File: config.mk
export PLATFORM = sky130hd
export DESIGN_NAME = mem_access_unit
export DESIGN_NICKNAME = d
export VERILOG_FILES = /design/src/rtl/mem_access_unit_pkg.sv /design/src/rtl/mem_access_unit_load_extract.sv /design/src/rtl/mem_access_unit.sv
export SDC_FILE = /design/constraint.sdc
export NUM_CORES = 1
export LEC_CHECK = 0
export ABC_AREA = 0
export CAP_MARGIN = 20
export CORE_UTILIZATION = 29
export DETAILED_ROUTE_END_ITERATION = 8
export SLEW_MARGIN = 5
export SYNTH_ARGS = -nofsm -noshare
export SYNTH_HDL_FRONTEND = slang
export SYNTH_SLANG_ARGS = --single-unit
File: constraint.sdc
create_clock -name clk -period 3.1 [get_ports clk]
set_input_delay 0.62 -clock clk [delete_from_list [all_inputs] [get_ports clk]]
set_output_delay 0.62 -clock clk [all_outputs]
set_load 0.005 [all_outputs]
File: src/rtl/mem_access_unit_pkg.sv
// Shared definitions for the memory-stage load/store unit: MIPS load/store
// opcodes, FSM state encoding, access size and an opcode decoder.
package mem_access_unit_pkg;

    localparam logic [5:0] OP_LB  = 6'h20;
    localparam logic [5:0] OP_LH  = 6'h21;
    localparam logic [5:0] OP_LW  = 6'h23;
    localparam logic [5:0] OP_LBU = 6'h24;
    localparam logic [5:0] OP_LHU = 6'h25;
    localparam logic [5:0] OP_SB  = 6'h28;
    localparam logic [5:0] OP_SH  = 6'h29;
    localparam logic [5:0] OP_SW  = 6'h2b;

    typedef enum logic [1:0] {
        ST_IDLE = 2'd0,
        ST_WAIT = 2'd1,
        ST_DONE = 2'd2
    } state_e;

    typedef enum logic [1:0] {
        SZ_BYTE = 2'd0,
        SZ_HALF = 2'd1,
        SZ_WORD = 2'd2
    } size_e;

    typedef struct packed {
        logic  legal;
        logic  store;
        size_e size;
        logic  sgn;
    } op_info_t;

    function automatic op_info_t decode_op(input logic [5:0] op);
        op_info_t info;
        info.legal = 1'b1;
        info.store = 1'b0;
        info.size  = SZ_WORD;
        info.sgn   = 1'b0;
        case (op)
            OP_LB:   begin info.size = SZ_BYTE; info.sgn = 1'b1; end
            OP_LH:   begin info.size = SZ_HALF; info.sgn = 1'b1; end
            OP_LW:   ;
            OP_LBU:  info.size = SZ_BYTE;
            OP_LHU:  info.size = SZ_HALF;
            OP_SB:   begin info.size = SZ_BYTE; info.store = 1'b1; end
            OP_SH:   begin info.size = SZ_HALF; info.store = 1'b1; end
            OP_SW:   info.store = 1'b1;
            default: info.legal = 1'b0;
        endcase
        return info;
    endfunction

    // Halfwords need an even address, words a multiple of four.
    function automatic logic misaligned(input size_e size, input logic [1:0] off);
        return ((size == SZ_HALF) && off[0]) || ((size == SZ_WORD) && (off != 2'b00));
    endfunction

endpackage

File: src/rtl/mem_access_unit_load_extract.sv
// Load data path: picks the addressed byte or halfword out of a memory word
// and sign- or zero-extends it to 32 bits. Purely combinational.
module load_extract
    import mem_access_unit_pkg::*;
(
    input  logic [31:0] word_i,
    input  logic [1:0]  off_i,
    input  size_e       size_i,
    input  logic        sgn_i,
    output logic [31:0] data_o
);

    logic [7:0]  byteSel;
    logic [15:0] halfSel;

    always_comb begin
        byteSel = word_i[7:0];
        case (off_i)
            2'd0: byteSel = word_i[7:0];
            2'd1: byteSel = word_i[15:8];
            2'd2: byteSel = word_i[23:16];
            2'd3: byteSel = word_i[31:24];
            default: byteSel = word_i[7:0];
        endcase
        halfSel = off_i[1] ? word_i[31:16] : word_i[15:0];

        data_o = word_i;
        case (size_i)
            SZ_BYTE: data_o = {{24{sgn_i & byteSel[7]}}, byteSel};
            SZ_HALF: data_o = {{16{sgn_i & halfSel[15]}}, halfSel};
            default: data_o = word_i;
        endcase
    end

endmodule

File: src/rtl/mem_access_unit.sv
// Memory-stage load/store unit: narrows stores into byte lanes, extends loads,
// and runs the req/ack handshake to data memory with a timeout.
module mem_access_unit
    import mem_access_unit_pkg::*;
#(
    parameter int TIMEOUT = 16,
    parameter int CNT_W   = 5
) (
    input  logic        clk,
    input  logic        rst,
    input  logic        req_valid,
    input  logic [5:0]  req_op,
    input  logic [31:0] req_addr,
    input  logic [31:0] req_wdata,
    output logic        stall,
    output logic        rsp_valid,
    output logic [31:0] rsp_rdata,
    output logic        addr_err,
    output logic        bus_err,
    output logic        mem_req,
    output logic        mem_we,
    output logic [3:0]  mem_be,
    output logic [31:0] mem_addr,
    output logic [31:0] mem_wdata,
    input  logic        mem_ack,
    input  logic [31:0] mem_rdata
);

    state_e      state_q, state_d;
    logic [CNT_W-1:0] waitCnt_q, waitCnt_d;
    logic [1:0]  off_q, off_d;
    size_e       size_q, size_d;
    logic        sgn_q, sgn_d;
    logic        memWe_q, memWe_d;
    logic [3:0]  memBe_q, memBe_d;
    logic [31:0] memAddr_q, memAddr_d;
    logic [31:0] memWdata_q, memWdata_d;
    logic [31:0] rdata_q, rdata_d;
    logic        addrErr_q, addrErr_d;
    logic        busErr_q, busErr_d;

    op_info_t    reqInfo;
    logic        reqBad;
    logic [3:0]  storeBe;
    logic [31:0] storeData;
    logic [31:0] loadData;

    assign reqInfo = decode_op(req_op);
    assign reqBad  = !reqInfo.legal || misaligned(reqInfo.size, req_addr[1:0]);

    load_extract u_loadExtract (
        .word_i (mem_rdata),
        .off_i  (off_q),
        .size_i (size_q),
        .sgn_i  (sgn_q),
        .data_o (loadData)
    );

    // Store lanes are replicated so the memory only has to honour byte enables.
    always_comb begin
        storeBe   = 4'b1111;
        storeData = req_wdata;
        case (reqInfo.size)
            SZ_BYTE: begin
                storeBe   = 4'b0001 << req_addr[1:0];
                storeData = {4{req_wdata[7:0]}};
            end
            SZ_HALF: begin
                storeBe   = req_addr[1] ? 4'b1100 : 4'b0011;
                storeData = {2{req_wdata[15:0]}};
            end
            default: ;
        endcase
        if (!reqInfo.store) begin
            storeBe   = 4'b1111;
            storeData = 32'd0;
        end
    end

    always_comb begin
        state_d    = state_q;
        waitCnt_d  = waitCnt_q;
        off_d      = off_q;
        size_d     = size_q;
        sgn_d      = sgn_q;
        memWe_d    = memWe_q;
        memBe_d    = memBe_q;
        memAddr_d  = memAddr_q;
        memWdata_d = memWdata_q;
        rdata_d    = rdata_q;
        addrErr_d  = addrErr_q;
        busErr_d   = busErr_q;

        case (state_q)
            ST_IDLE: begin
                if (req_valid) begin
                    addrErr_d = 1'b0;
                    busErr_d  = 1'b0;
                    if (reqBad) begin
                        addrErr_d = 1'b1;
                        rdata_d   = 32'd0;
                        state_d   = ST_DONE;
                    end else begin
                        off_d      = req_addr[1:0];
                        size_d     = reqInfo.size;
                        sgn_d      = reqInfo.sgn;
                        memWe_d    = reqInfo.store;
                        memBe_d    = storeBe;
                        memAddr_d  = {req_addr[31:2], 2'b00};
                        memWdata_d = storeData;
                        waitCnt_d  = '0;
                        state_d    = ST_WAIT;
                    end
                end
            end
            ST_WAIT: begin
                // An ack on the last allowed cycle still counts as success.
                if (mem_ack) begin
                    rdata_d = memWe_q ? 32'd0 : loadData;
                    state_d = ST_DONE;
                end else if (waitCnt_q == CNT_W'(TIMEOUT - 1)) begin
                    busErr_d = 1'b1;
                    rdata_d  = 32'd0;
                    state_d  = ST_DONE;
                end else begin
                    waitCnt_d = waitCnt_q + CNT_W'(1);
                end
            end
            ST_DONE: state_d = ST_IDLE;
            default: state_d = ST_IDLE;
        endcase
    end

    always_ff @(posedge clk) begin
        if (rst) begin
            state_q    <= ST_IDLE;
            waitCnt_q  <= '0;
            off_q      <= 2'b00;
            size_q     <= SZ_WORD;
            sgn_q      <= 1'b0;
            memWe_q    <= 1'b0;
            memBe_q    <= 4'b0000;
            memAddr_q  <= 32'd0;
            memWdata_q <= 32'd0;
            rdata_q    <= 32'd0;
            addrErr_q  <= 1'b0;
            busErr_q   <= 1'b0;
        end else begin
            state_q    <= state_d;
            waitCnt_q  <= waitCnt_d;
            off_q      <= off_d;
            size_q     <= size_d;
            sgn_q      <= sgn_d;
            memWe_q    <= memWe_d;
            memBe_q    <= memBe_d;
            memAddr_q  <= memAddr_d;
            memWdata_q <= memWdata_d;
            rdata_q    <= rdata_d;
            addrErr_q  <= addrErr_d;
            busErr_q   <= busErr_d;
        end
    end

    assign stall     = ((state_q == ST_IDLE) && req_valid) || (state_q == ST_WAIT);
    assign mem_req   = (state_q == ST_WAIT);
    assign rsp_valid = (state_q == ST_DONE);
    assign addr_err  = rsp_valid & addrErr_q;
    assign bus_err   = rsp_valid & busErr_q;
    assign rsp_rdata = rdata_q;
    assign mem_we    = memWe_q;
    assign mem_be    = memBe_q;
    assign mem_addr  = memAddr_q;
    assign mem_wdata = memWdata_q;

endmodule

==> results.tsv <==
metric	value	unit
outcome	finished clean	
Via-to-Cell Ratio	5.17	
cts repair resizes	0	
Total Power	3.92	mW
Clk Latency, worst-skew pair	420	ps
internal power	3.02	mW
Area Growth Syn to Fin	55.8	%
Cells after Synth	612	
hpwl dp	12900	microns
vias	5407	
Synth warnings	0	
post-route clock skew	7.17	ps
largest net degree at the start of global routing	54	
worst-margin pin slew	774	ps
layout cells sized above 1	0.115	
period utilisation layout	0.825	
Synth Area in Adders	0.00470	
Total Negative Setup Slacks	0	ps
Worst setup SP type	primary input	
final net count	912	
Flop pwr share	0.374	
fin. max-slew vios	0	
number of max-cap violations	0	
initial core utilization	0.296	
num rows	49	
post-synth top area share	0.425	
Mapped Area	5320	sq um
VDD IR-drop max	0.392	mV
register bit count reported by yosys	113	
most frequent cells in the layout	clkdlybuf4s50_1, dfxtp_1, a21oi_1	
post-place setup slack	124	ps
CTS HTree Levels	4	
Top Ports	212	
Clock Path Buffers	2	
Critical Path End Type	flip-flop	
combinational power share	0.098	
CTS Buf Count	17	
wire per inst	17.3	microns
RSZ-0062 raised after global routing	no	
first-pass GRT wire length	27900	microns
worst min path class	reg2reg	
Period minus WS final	2560	ps
I/O Buffers	209	
clock transition at the registers of the reported paths	50	ps
Post-synth EDFFs	0	
TritonRoute pass-1 iters	5	
Die Height	137	microns
Pwr per Cell Area	474	nW/um^2
setup bufs post-CTS	0	
ANT cells	0	
Crit Path Class	in2reg	
Slew headroom	0.483	
ANT nets after route	0	
Area contributors post-synth	dfxtp_1, a21oi_1, o21ai_0	
synth unique cells	54	
switching pwr	0.901	mW
TritonCTS clock tree	built	
clock sink count	113	
DIE AREA	18900	sq um
RD Place Congestion	0.872	
LEAKAGE	2.93	nW
hold slack	453	ps
Final WS setup	543	ps
final setup vio count	0	
crit-path max FO	34	
die width	137	microns
DR iter-0 viols	357	
crit path DAT	2880	ps
commonest non-fill, non-tap cell in the layout	clkdlybuf4s50_1	
vias in the first global route	5078	
register area share after synthesis	0.425	
hold buffers post-CTS	0	
CP required	3420	ps
Detailed Route WL	18100	microns
Tot GR Track Use	0.193	
largest family of logic cells by synthesized area	compound AO/OA/AOI/OAI gates	
Synth Area in Simple Gates	0.167	
Max Freq	391	MHz
Synth area leader	dfxtp_1	
sw frac	0.230	
Root Buffer	clkbuf_16	
DRC	0	
initial antenna violation count	0	
Post-Syn Area per Cell	8.69	sq um
Core ar.	18000	sq um
Synth Area in XOR/XNOR	0	
post-synthesis compound-gate area fraction	0.299	
ys flop type	dfxtp_1	
clock share of power	0.528	
Hold Violations, Final	0	
ys async rst share	0	
gr ovfl total	0	
post-synthesis mux area share	0.0423	
cell usage after synthesis (9+ instances only):
master and n:
clkbuf_1 51, nand3_1 39, nor3_1 17, a22o_1 26, nor2_1 10, a21oi_1 62, a21o_1 9, o211ai_1 11
dfxtp_1 113, nand2_1 33, nor2b_1 10, mux2i_1 18, o21ai_0 54, a31o_2 24, nor4_1 21, inv_1 12
nand2b_1 22
flip-flops by register name, summed over array words and instances (netlist names), 2 cells and up:
signal and cells:
off_q 2, rsp_rdata 32, mem_be 4, mem_addr 30, size_q 2, state_q 2
mem_wdata 32, waitCnt_q 5
per-layer routing:
metal | vias to the layer above | part of all wire | routed length (microns) | track usage
met5 | - | 0 | 0 | 0
met4 | 0 | 0.017 | 300 | 0.0794
met3 | 21 | 0.061 | 1090 | 0.0478
met2 | 163 | 0.46 | 8310 | 0.298
met1 | 2535 | 0.46 | 8360 | 0.256
li1 | 2688 | - | - | -
area by class of cell:
class	instances	area [sq um]
clock buffer	18	439
clock inverter	14	189
fill	1720	9680
inverter	13	48.8
multi-input combinational	424	2740
sequential	113	2260
tap	229	287
timing repair buffer	235	2320
logic make-up after synthesis:
family          count (synthesis)
compound gates                231
flops                         113
buf+inv                        76
other cells                     1
simple gates                  168
fa+ha+maj                       2
mux                            21
per-stage QoR:
step / std cells / util / cell area, sq um
floorplan: 613 / - / 5320
global placement: 1014 / 0.426 / 7660
detailed placement: 1014 / 0.426 / 7660
CTS: 1046 / 0.461 / 8290
global route: 1046 / 0.461 / 8290
finish: 1046 / 0.461 / 8290
power by group through the flow:
stage          registers (mW)  clock network [mW]  logic (mW)
5_1_grt                  1.47                2.17       0.415
6_report                 1.47                2.07       0.385
4_1_cts                  1.47                2.12       0.385
3_3_place_gp             1.50                   0       0.385
2_1_floorplan            1.50                   0       0.162
3_5_place_dp             1.50                   0       0.383
worst max-delay path: stages:
cell             delay [ps]
clkdlybuf4s50_1         520
and2_1                  200
nor4_1                   70
buf_4                   160
o311ai_4                470
buf_4                   410
nor2_2                  160
a311oi_1                270
path summary, 6_finish.rpt:
kind / startpoint / to / slack, ps / cells past startpoint
max: req_op[3] / mem_be[1] / 540 / 8
min: rsp_rdata[7] / rsp_rdata[7] / 450 / 1
max reg2reg: waitCnt_q[0] / rsp_rdata[10] / 910 / 9
min reg2reg: rsp_rdata[7] / rsp_rdata[7] / 450 / 1
Power figures use the tool's default switching activity.
